**config.mk**
```make
export PLATFORM = sky130hd
export DESIGN_NAME = vending_machine_param_flat
export DESIGN_NICKNAME = d
export VERILOG_FILES = /design/src/rtl/vending_machine_param_if.sv /design/src/rtl/vending_machine_param.sv /design/src/flat_wrapper.sv
export SDC_FILE = /design/constraint.sdc
export NUM_CORES = 1
export LEC_CHECK = 0
export CORE_MARGIN = 3
export CORE_UTILIZATION = 45
export CTS_BUF_LIST = sky130_fd_sc_hd__clkbuf_4 sky130_fd_sc_hd__clkbuf_8
export DETAILED_ROUTE_END_ITERATION = 12
export PLACE_DENSITY = 0.68
export SYNTH_ARGS = -nofsm -noshare
export SYNTH_HDL_FRONTEND = slang
export SYNTH_SLANG_ARGS = --single-unit
```
**constraint.sdc**
```tcl
create_clock -name clk -period 5.7 [get_ports clk]
set_input_delay 1.14 -clock clk [delete_from_list [all_inputs] [get_ports clk]]
set_output_delay 1.14 -clock clk [all_outputs]
set_load 0.01 [all_outputs]
```
**src/rtl/vending_machine_param_if.sv**
```systemverilog
// Customer-side bus of the parametrised vending machine: coin, select,
// cancel and restock strobes in; credit, dispense and change strobes out.
interface vending_machine_param_if #(
    parameter int NUM_ITEMS = 3,
    parameter int CREDIT_W  = 8
);
    logic                 coin_valid;
    logic [1:0]           coin_sel;
    logic                 sel_valid;
    logic [2:0]           sel_idx;
    logic                 cancel;
    logic                 restock;
    logic [CREDIT_W-1:0]  credit;
    logic [NUM_ITEMS-1:0] del;
    logic [CREDIT_W-1:0]  change;
    logic                 change_valid;
    logic                 coin_reject;
    logic [NUM_ITEMS-1:0] sold_out;
    logic                 sel_error;
    logic                 busy;

    modport master (
        output coin_valid, coin_sel, sel_valid, sel_idx, cancel, restock,
        input  credit, del, change, change_valid, coin_reject, sold_out,
               sel_error, busy
    );

    modport slave (
        input  coin_valid, coin_sel, sel_valid, sel_idx, cancel, restock,
        output credit, del, change, change_valid, coin_reject, sold_out,
               sel_error, busy
    );
endinterface

```
**src/rtl/vending_machine_param.sv**
```systemverilog
// Multi-product cash vending controller: credit accumulator, per-item price and
// stock, one-cycle VEND/REFUND states driving registered dispense/change strobes.
module vending_machine_param #(
    parameter int                              NUM_ITEMS  = 3,
    parameter int                              CREDIT_W   = 8,
    parameter logic [NUM_ITEMS*CREDIT_W-1:0]   PRICES     = {8'd25, 8'd20, 8'd15},
    parameter int                              MAX_CREDIT = 60,
    parameter int                              STOCK_W    = 4,
    parameter int                              INIT_STOCK = 10
) (
    input logic                    clk,
    input logic                    reset,
    vending_machine_param_if.slave bus
);

    typedef enum logic [1:0] {IDLE, CREDIT, VEND, REFUND} state_t;

    state_t               state_q, state_d;
    logic [CREDIT_W-1:0]  credit_q, credit_d;
    logic [STOCK_W-1:0]   stock_q [NUM_ITEMS];
    logic [STOCK_W-1:0]   stock_d [NUM_ITEMS];
    logic [2:0]           idx_q, idx_d;
    logic [CREDIT_W-1:0]  chg_amt_q, chg_amt_d;

    logic [NUM_ITEMS-1:0] del_q, del_d;
    logic [CREDIT_W-1:0]  change_q, change_d;
    logic                 change_valid_q, change_valid_d;
    logic                 coin_reject_q, coin_reject_d;
    logic [NUM_ITEMS-1:0] sold_out_q, sold_out_d;
    logic                 sel_error_q, sel_error_d;
    logic                 busy_q, busy_d;

    logic                 sel_ok;
    logic [CREDIT_W-1:0]  sel_price;
    logic [STOCK_W-1:0]   sel_stock;
    logic [CREDIT_W:0]    coin_sum;

    function automatic logic [CREDIT_W:0] coin_value(input logic [1:0] code);
        case (code)
            2'd0:    coin_value = (CREDIT_W+1)'(5);
            2'd1:    coin_value = (CREDIT_W+1)'(10);
            2'd2:    coin_value = (CREDIT_W+1)'(20);
            default: coin_value = '0;
        endcase
    endfunction

    // One bit of headroom: the sum is compared before it is ever truncated.
    function automatic logic coin_fits(input logic [1:0] code, input logic [CREDIT_W:0] sum);
        coin_fits = (code != 2'd3) && (sum <= (CREDIT_W+1)'(MAX_CREDIT));
    endfunction

    assign coin_sum = {1'b0, credit_q} + coin_value(bus.coin_sel);

    // Looping over the table keeps out-of-range indices from ever selecting bits.
    always_comb begin
        sel_ok    = 1'b0;
        sel_price = '0;
        sel_stock = '0;
        for (int k = 0; k < NUM_ITEMS; k++) begin
            if (bus.sel_idx == 3'(k)) begin
                sel_ok    = 1'b1;
                sel_price = PRICES[k*CREDIT_W +: CREDIT_W];
                sel_stock = stock_q[k];
            end
        end
    end

    always_comb begin
        state_d        = state_q;
        credit_d       = credit_q;
        idx_d          = idx_q;
        chg_amt_d      = chg_amt_q;
        for (int k = 0; k < NUM_ITEMS; k++) stock_d[k] = stock_q[k];
        del_d          = '0;
        change_d       = '0;
        change_valid_d = 1'b0;
        coin_reject_d  = 1'b0;
        sel_error_d    = 1'b0;

        case (state_q)
            VEND: begin
                for (int k = 0; k < NUM_ITEMS; k++) begin
                    if (idx_q == 3'(k)) begin
                        del_d[k]   = 1'b1;
                        stock_d[k] = stock_q[k] - STOCK_W'(1);
                    end
                end
                change_d       = chg_amt_q;
                change_valid_d = 1'b1;
                credit_d       = '0;
                coin_reject_d  = bus.coin_valid;
                state_d        = IDLE;
            end
            REFUND: begin
                change_d       = credit_q;
                change_valid_d = 1'b1;
                credit_d       = '0;
                coin_reject_d  = bus.coin_valid;
                state_d        = IDLE;
            end
            default: begin
                // Arbitration: cancel beats select beats coin; a losing coin is returned.
                if (bus.cancel) begin
                    coin_reject_d = bus.coin_valid;
                    if (credit_q != '0) state_d = REFUND;
                end else if (bus.sel_valid) begin
                    coin_reject_d = bus.coin_valid;
                    if (!sel_ok || sel_stock == '0) begin
                        sel_error_d = 1'b1;
                    end else if (credit_q >= sel_price) begin
                        idx_d     = bus.sel_idx;
                        chg_amt_d = credit_q - sel_price;
                        state_d   = VEND;
                    end
                end else if (bus.coin_valid) begin
                    if (coin_fits(bus.coin_sel, coin_sum)) begin
                        credit_d = coin_sum[CREDIT_W-1:0];
                        state_d  = CREDIT;
                    end else begin
                        coin_reject_d = 1'b1;
                    end
                end
                // The select decision above already used the pre-restock count.
                if (bus.restock) begin
                    for (int k = 0; k < NUM_ITEMS; k++) stock_d[k] = STOCK_W'(INIT_STOCK);
                end
            end
        endcase

        for (int k = 0; k < NUM_ITEMS; k++) sold_out_d[k] = (stock_d[k] == '0);
        busy_d = (state_d == VEND) || (state_d == REFUND);
    end

    always_ff @(posedge clk) begin
        if (reset) begin
            state_q        <= IDLE;
            credit_q       <= '0;
            for (int k = 0; k < NUM_ITEMS; k++) stock_q[k] <= STOCK_W'(INIT_STOCK);
            idx_q          <= '0;
            chg_amt_q      <= '0;
            del_q          <= '0;
            change_q       <= '0;
            change_valid_q <= 1'b0;
            coin_reject_q  <= 1'b0;
            sold_out_q     <= (INIT_STOCK == 0) ? '1 : '0;
            sel_error_q    <= 1'b0;
            busy_q         <= 1'b0;
        end else begin
            state_q        <= state_d;
            credit_q       <= credit_d;
            for (int k = 0; k < NUM_ITEMS; k++) stock_q[k] <= stock_d[k];
            idx_q          <= idx_d;
            chg_amt_q      <= chg_amt_d;
            del_q          <= del_d;
            change_q       <= change_d;
            change_valid_q <= change_valid_d;
            coin_reject_q  <= coin_reject_d;
            sold_out_q     <= sold_out_d;
            sel_error_q    <= sel_error_d;
            busy_q         <= busy_d;
        end
    end

    assign bus.credit       = credit_q;
    assign bus.del          = del_q;
    assign bus.change       = change_q;
    assign bus.change_valid = change_valid_q;
    assign bus.coin_reject  = coin_reject_q;
    assign bus.sold_out     = sold_out_q;
    assign bus.sel_error    = sel_error_q;
    assign bus.busy         = busy_q;

endmodule

```
**src/flat_wrapper.sv**
```systemverilog
// flat-port wrapper written by rule: the top's interface ports become plain ports
module vending_machine_param_flat 
#(
    parameter int                              NUM_ITEMS  = 3,
    parameter int                              CREDIT_W   = 8,
    parameter logic [NUM_ITEMS*CREDIT_W-1:0]   PRICES     = {8'd25, 8'd20, 8'd15},
    parameter int                              MAX_CREDIT = 60,
    parameter int                              STOCK_W    = 4,
    parameter int                              INIT_STOCK = 10
)
  (clk, reset, bus_coin_valid, bus_coin_sel, bus_sel_valid, bus_sel_idx, bus_cancel, bus_restock, bus_credit, bus_del, bus_change, bus_change_valid, bus_coin_reject, bus_sold_out, bus_sel_error, bus_busy);
  vending_machine_param_if #(.NUM_ITEMS(NUM_ITEMS), .CREDIT_W(CREDIT_W)) bus_i ();
  input logic clk;
  input logic reset;
  input wire logic [$bits(bus_i.coin_valid)-1:0] bus_coin_valid;
  input wire logic [$bits(bus_i.coin_sel)-1:0] bus_coin_sel;
  input wire logic [$bits(bus_i.sel_valid)-1:0] bus_sel_valid;
  input wire logic [$bits(bus_i.sel_idx)-1:0] bus_sel_idx;
  input wire logic [$bits(bus_i.cancel)-1:0] bus_cancel;
  input wire logic [$bits(bus_i.restock)-1:0] bus_restock;
  output wire logic [$bits(bus_i.credit)-1:0] bus_credit;
  output wire logic [$bits(bus_i.del)-1:0] bus_del;
  output wire logic [$bits(bus_i.change)-1:0] bus_change;
  output wire logic [$bits(bus_i.change_valid)-1:0] bus_change_valid;
  output wire logic [$bits(bus_i.coin_reject)-1:0] bus_coin_reject;
  output wire logic [$bits(bus_i.sold_out)-1:0] bus_sold_out;
  output wire logic [$bits(bus_i.sel_error)-1:0] bus_sel_error;
  output wire logic [$bits(bus_i.busy)-1:0] bus_busy;
  assign bus_i.coin_valid = bus_coin_valid;
  assign bus_i.coin_sel = bus_coin_sel;
  assign bus_i.sel_valid = bus_sel_valid;
  assign bus_i.sel_idx = bus_sel_idx;
  assign bus_i.cancel = bus_cancel;
  assign bus_i.restock = bus_restock;
  assign bus_credit = bus_i.credit;
  assign bus_del = bus_i.del;
  assign bus_change = bus_i.change;
  assign bus_change_valid = bus_i.change_valid;
  assign bus_coin_reject = bus_i.coin_reject;
  assign bus_sold_out = bus_i.sold_out;
  assign bus_sel_error = bus_i.sel_error;
  assign bus_busy = bus_i.busy;
  vending_machine_param #(.NUM_ITEMS(NUM_ITEMS), .CREDIT_W(CREDIT_W), .PRICES(PRICES), .MAX_CREDIT(MAX_CREDIT), .STOCK_W(STOCK_W), .INIT_STOCK(INIT_STOCK)) u_core (.clk(clk), .reset(reset), .bus(bus_i));
endmodule
```
* Word-level counts from Yosys, hierarchy flattened *
Memory sizes are Yosys's and may differ from the RTL's.
Index checks and enable logic that the tools add are counted.

word-level totals
  flip-flop bits (word level) = 39
  bits in writable memories = 12
  input port bits = 11
  output and inout port bits = 26
  logic and storage cells = 96
  memories = 1

memories
  memory          depth  bits a word  rd ports  clocked after memory_dff  write ports  RTL line                     source
  u_core.stock_q  3      4            3         0                         3            vending_machine_param.sv:20  logic [STOCK_W-1:0] stock_q [NUM_ITEMS];

operators by class
  $add $sub $neg = 5
  order comparisons = 2
  equal/unequal tests = 11
  mux-type cells = 40
  bitwise logic cells = 8
  reductions and logical operators = 18

operators by type and width
  kind                                                 count
  2-to-1 mux 4 bit                                     10
  one-hot mux 12 bit (2 select lines)                  1
  zero test 4 bit                                      4
  2-to-1 mux 1 bit                                     16
  2-to-1 mux 2 bit                                     8
  one-hot mux 8 bit (2 select lines)                   1
  one-hot mux 5 bit (3 select lines)                   1
  2-to-1 mux 12 bit                                    1
  subtractor 4 x 1 -> 4 bit, second input constant     3
  == test 2 bit, second input constant                 5
  2-to-1 mux 5 bit                                     2
  adder 8 x 5 -> 9 bit                                 1
  <= comparator 9 x 6 -> 1 bit, second input constant  1
  greater-or-equal comparator 8 x 5 -> 1 bit           1
  nonzero test 8 bit                                   1
  subtractor 8 x 5 -> 8 bit                            1
  == test 3 x 1 -> 1 bit, second input constant        2
  == test 3 x 2 -> 1 bit, second input constant        2
  zero test 3 bit                                      2
  NOT 1 bit                                            5
  AND reduction 5 bit                                  1
  OR reduction 5 bit                                   1
  AND reduction 4 bit                                  1
  OR reduction 2 bit                                   2
  8 further kinds                                      11

* Depth between registers and ports, before layout *
  word-level depth = 12
  mapped depth = 12

* Worst setup path after synthesis *
OpenSTA, ideal clock, no wires.

  path kind = input -> register
  start = input port bus_sel_idx[0]
  end = register u_core.chg_amt_q[5]
  data arrival time = 3184 ps
  required time = 5581 ps
  path slack = 2397 ps
  cell stages on the path = 10
  buffers on the path = 2
  cells stage by stage = or3_1 -> ha_1 -> and4_1 -> a2111oi_0 -> a31oi_1 -> and4b_1 -> buf_2 -> buf_4 -> o21ai_0 -> a21oi_1

on the way
  word-level cells in the longest chain between the ends = 8
  elaborated cells on any way between the ends = 19

RTL lines
  element                                                                             RTL line                      source
  from (decl)                                                                         flat_wrapper.sv:18            input wire logic [$bits(bus_i.sel_idx)-1:0] bus_sel_idx;
  branches (longest 8 deep; another with greater-or-equal comparator 8 x 5 -> 1 bit)  --
  to (signal assigned)                                                                vending_machine_param.sv:153  chg_amt_q <= chg_amt_d;
  to (decl)                                                                           vending_machine_param.sv:23   logic [CREDIT_W-1:0] chg_amt_q, chg_amt_d;

Parallel ways; which one is timed is not known.
A chain may end at the register's enable or synchronous reset.

* Worst setup path after layout *
  start = input port bus_coin_sel[0]
  end = register u_core.credit_q[5] (netlist: u_core.bus.credit[5])

on the way
  word-level cells in the longest chain between the ends = 6
  elaborated cells on any way between the ends = 9

RTL lines
  element                                      RTL line                      source
  from (decl)                                  flat_wrapper.sv:16            input wire logic [$bits(bus_i.coin_sel)-1:0] bus_coin_sel;
  == test 2 bit, or another cell as far along  vending_machine_param.sv:39   case (code)
  one-hot mux 5 bit (3 select lines)           vending_machine_param.sv:39
  adder 8 x 5 -> 9 bit                         vending_machine_param.sv:52   assign coin_sum = {1'b0, credit_q} + coin_value(bus.coin_sel);
  <= comparator 9 x 6 -> 1 bit                 vending_machine_param.sv:49   coin_fits = (code != 2'd3) && (sum <= (CREDIT_W+1)'(MAX_CREDIT));
  logical AND 1 bit                            vending_machine_param.sv:49
  AND reduction 4 bit (no line)                --
  to (signal assigned)                         vending_machine_param.sv:150  credit_q <= credit_d;
  to (decl)                                    vending_machine_param.sv:19   logic [CREDIT_W-1:0] credit_q, credit_d;

Parallel ways exist; a longest one is shown, timed or not.

==> impl_results.md <==
- F_max: 0.245 GHz
- Synth top area cells: dfxtp_1, ha_1, mux2i_1
- Dpl hpwl: 4130 um
- Total of max-cap violations: 0
- Worst hold path type: reg -> reg
- DR WL/cell: 14.2 um
- # diodes: 0
- Area leader, netlist: dfxtp_1
- CP arrival: 4320 ps
- DIE AREA: 0.00680 mm2
- Syn Inst Count: 291
- Peak supply drop: between 0.00015 and 0.0002 V
- Syn avg cell area: 9.04 um2
- Worst-case reg-to-reg path depth: 10
- Number of distinct library cells after synthesis: 57
- Post-route setup slack: 1620 ps
- Min Tclk post-route: 4080 ps
- CTS root buf: clkbuf_8
- Critical R2R Launch: u_core.bus.credit[1]
- Die X: 82.5 um
- PortBufs: 36
- Clock sink count: 51
- Reg clk slew, reported paths: 90 ps
- Leak Pwr: 0.00121 uW
- Nets: 347
- Post-Route WL: roughly 5600 um
- Routed vias: 2,181
- Fin crit share: between 70% and 80%
- CTS tree: yes
- GRT Overall Usage: 17.9%
- Synth Flop Type: dfxtp_1
- RSZ-0062 raised after global routing: false
- Synth warn: 0
- Die Y: 82.5 um
- Most frequent cells after synthesis: dfxtp_1, nor2_1, inv_1, nor3_1
- CP Max Fanout: 12
- Sequential share of the synthesized area: a little under 40%
- Final Hold Viols: 0
- Max-slew violation count: 0
- Core area: 0.00557 mm2
- IO Pins: 37
- Met3 Use GR: 3.36%
- Met1 Use GR: roughly a quarter
- Largest net degree at the start of global routing: 25
- HP Start: u_core.idx_q[2]
- Global-route wire length before repair: about 9300 um
- Reg2reg setup slack: 2400 ps
- Post-place setup slack: 1290 ps
- Endpoint type of the worst setup path: flip-flop
- DRT Pass-1 Iters: 4
- Setup Crit Path Kind: in -> reg
- DR iter-0 viols: 120
- Detailed-route vias per instance: ~5.5
- Worst Skew: 5.75 ps
- Global routing usage on met2: 28.0%
- Ys async rst share: 0%
- Synth top area share: 38.8%
- Initial antenna violation count: 0
- EDFF count, synth: 0
- Worst-case clock buffer depth: 2
- Final Wtd Congestion: 0.929
- Outcome: completed
- Grt ovf: 0
- Final setup violation count: 0
- CP startpoint kind: input port
- Top-count cell post-synth: dfxtp_1
- TritonCTS buffer count: 5
- P&R area growth vs syn: 17.3%
- Skew-Pair Late Insertion Delay: around 300 ps
- Number of global-route vias before repair: approximately 2,000
- Flip-flop and latch count after synthesis: approximately 50
- Reg2Reg Capture Point: u_core.bus.credit[5]
- Max-Slew Margin vs Limit: between 40% and 50%
- Cts repair resizes: 0
- Synthesized Nets: 315
- # rows: 27
- H-tree levels: 2
- Data required, critical path: 5950 ps
- Post-CTS setup buffers: 0
- Hold_buf cts: 0
- Share of layout cells above drive strength 1: 7.41%
- Initial Utilization: 47.2%
- Worst slew pin tran: 878 ps
- P per Cell Area: 215 mW/mm2
- DRC Markers: 0
- Layer with the highest usage: met2
- Worst Hold Path EP: u_core.idx_q[2]
- Synth Cell Area: 0.00263 mm2
- Min-Delay Path Depth: 1
- Final ANT Viol Nets: 0
- Post-Route Setup TNS: 0 ps
layout make-up:
class / instances / area, um2
Clock buffer: 6 / 76.3
Inverter: 16 / 60.1
Timing Repair Buffer: 36 / 360
Clock inverter: 2 / 12.5
Multi-Input combinational cell: 213 / 1470
Sequential cell: 51 / 1020
Fill cell: 520 / 2490
Tap cell: 72 / 90.1
state kept, by name, summed over array words and instances (netlist names), 2 cells and up:
| name | count |
|---|---|
| u_core.bus.change | 8 |
| u_core.idx_q | 3 |
| u_core.state_q | 2 |
| u_core.bus.sold_out | 3 |
| u_core.bus.del | 3 |
| u_core.chg_amt_q | 8 |
| u_core.stock_q | 12 |
| u_core.bus.credit | 8 |
kinds of logic after synthesis:
group,after synthesis,synth area share (%)
mux,15,5.94
buf+inv,27,5.52
fa+ha+maj,13,6.47
simple gates,118,24.7
flops,51,38.8
compound gates,59,15.9
xor+xnor,8,2.66
per-stage QoR:
stage / power [uW] / std cells / util (%) / instance area (um2) / hold WS [ps]
floorplan: 436 / 291 / - / 2630 / 455
detailed placement: 463 / 388 / 53.8 / 3000 / 474
global placement: 463 / 388 / 53.8 / 3000 / 468
global route: 696 / 396 / 55.4 / 3090 / 513
CTS: 670 / 396 / 55.4 / 3090 / 491
finish: 665 / 396 / 55.4 / 3090 / 490
worst max path at each step:
stage,from,to,slack (ps),cells after the start
after global placement,bus_coin_sel[0],u_core.bus.credit[2],1350,10
final,bus_coin_sel[0],u_core.bus.credit[5],1620,11
after global routing,bus_sel_idx[0],u_core.chg_amt_q[1],1360,11
after floorplan,bus_sel_idx[0],u_core.chg_amt_q[5],2400,10
after detailed placement,bus_coin_sel[0],u_core.bus.credit[5],1290,11
after CTS,bus_coin_sel[0],u_core.bus.credit[2],1620,10
placed cells by master (no fill, tap or decap), types with 5 or more instances in the layout:
| cell type | n |
|---|---|
| xor2_1 | 5 |
| o21ai_0 | 14 |
| ha_1 | 12 |
| or2_2 | 6 |
| nand2_1 | 14 |
| clkbuf_8 | 5 |
| inv_1 | 16 |
| dfxtp_1 | 51 |
| nor3_1 | 16 |
| o21a_1 | 8 |
| clkdlybuf4s50_1 | 36 |
| and2_1 | 5 |
| nand3_1 | 9 |
| nor2_1 | 33 |
| mux2i_1 | 13 |
| a211oi_1 | 6 |
| a21oi_1 | 10 |
| nor4_1 | 5 |
where the power goes:
group	internal [uW]	switching, uW	leakage (uW)
clock network	90.8	118	0.0000446
logic	39.5	45.0	0.000751
registers	363	8.43	0.000413
total	493	172	0.00121
per-layer routing:
metal | vias up | wire [um]
li1 | 1104 | -
met1 | 1017 | 2710
met2 | 56 | 2560
met3 | 4 | 290
met4 | 0 | 59
met5 | - | 0
worst max-delay path, cell delays in order:
cell             delay [ps]
clkdlybuf4s50_1         570
nor2b_4                 260
xnor2_1                  90
ha_1                    240
and3_1                  190
o32a_4                  320
o311a_1                 140
a211oi_2                280
o2111ai_1               470
or4_1                   550
nand2_1                  70
No activity file was read; power rests on OpenSTA's default activity.
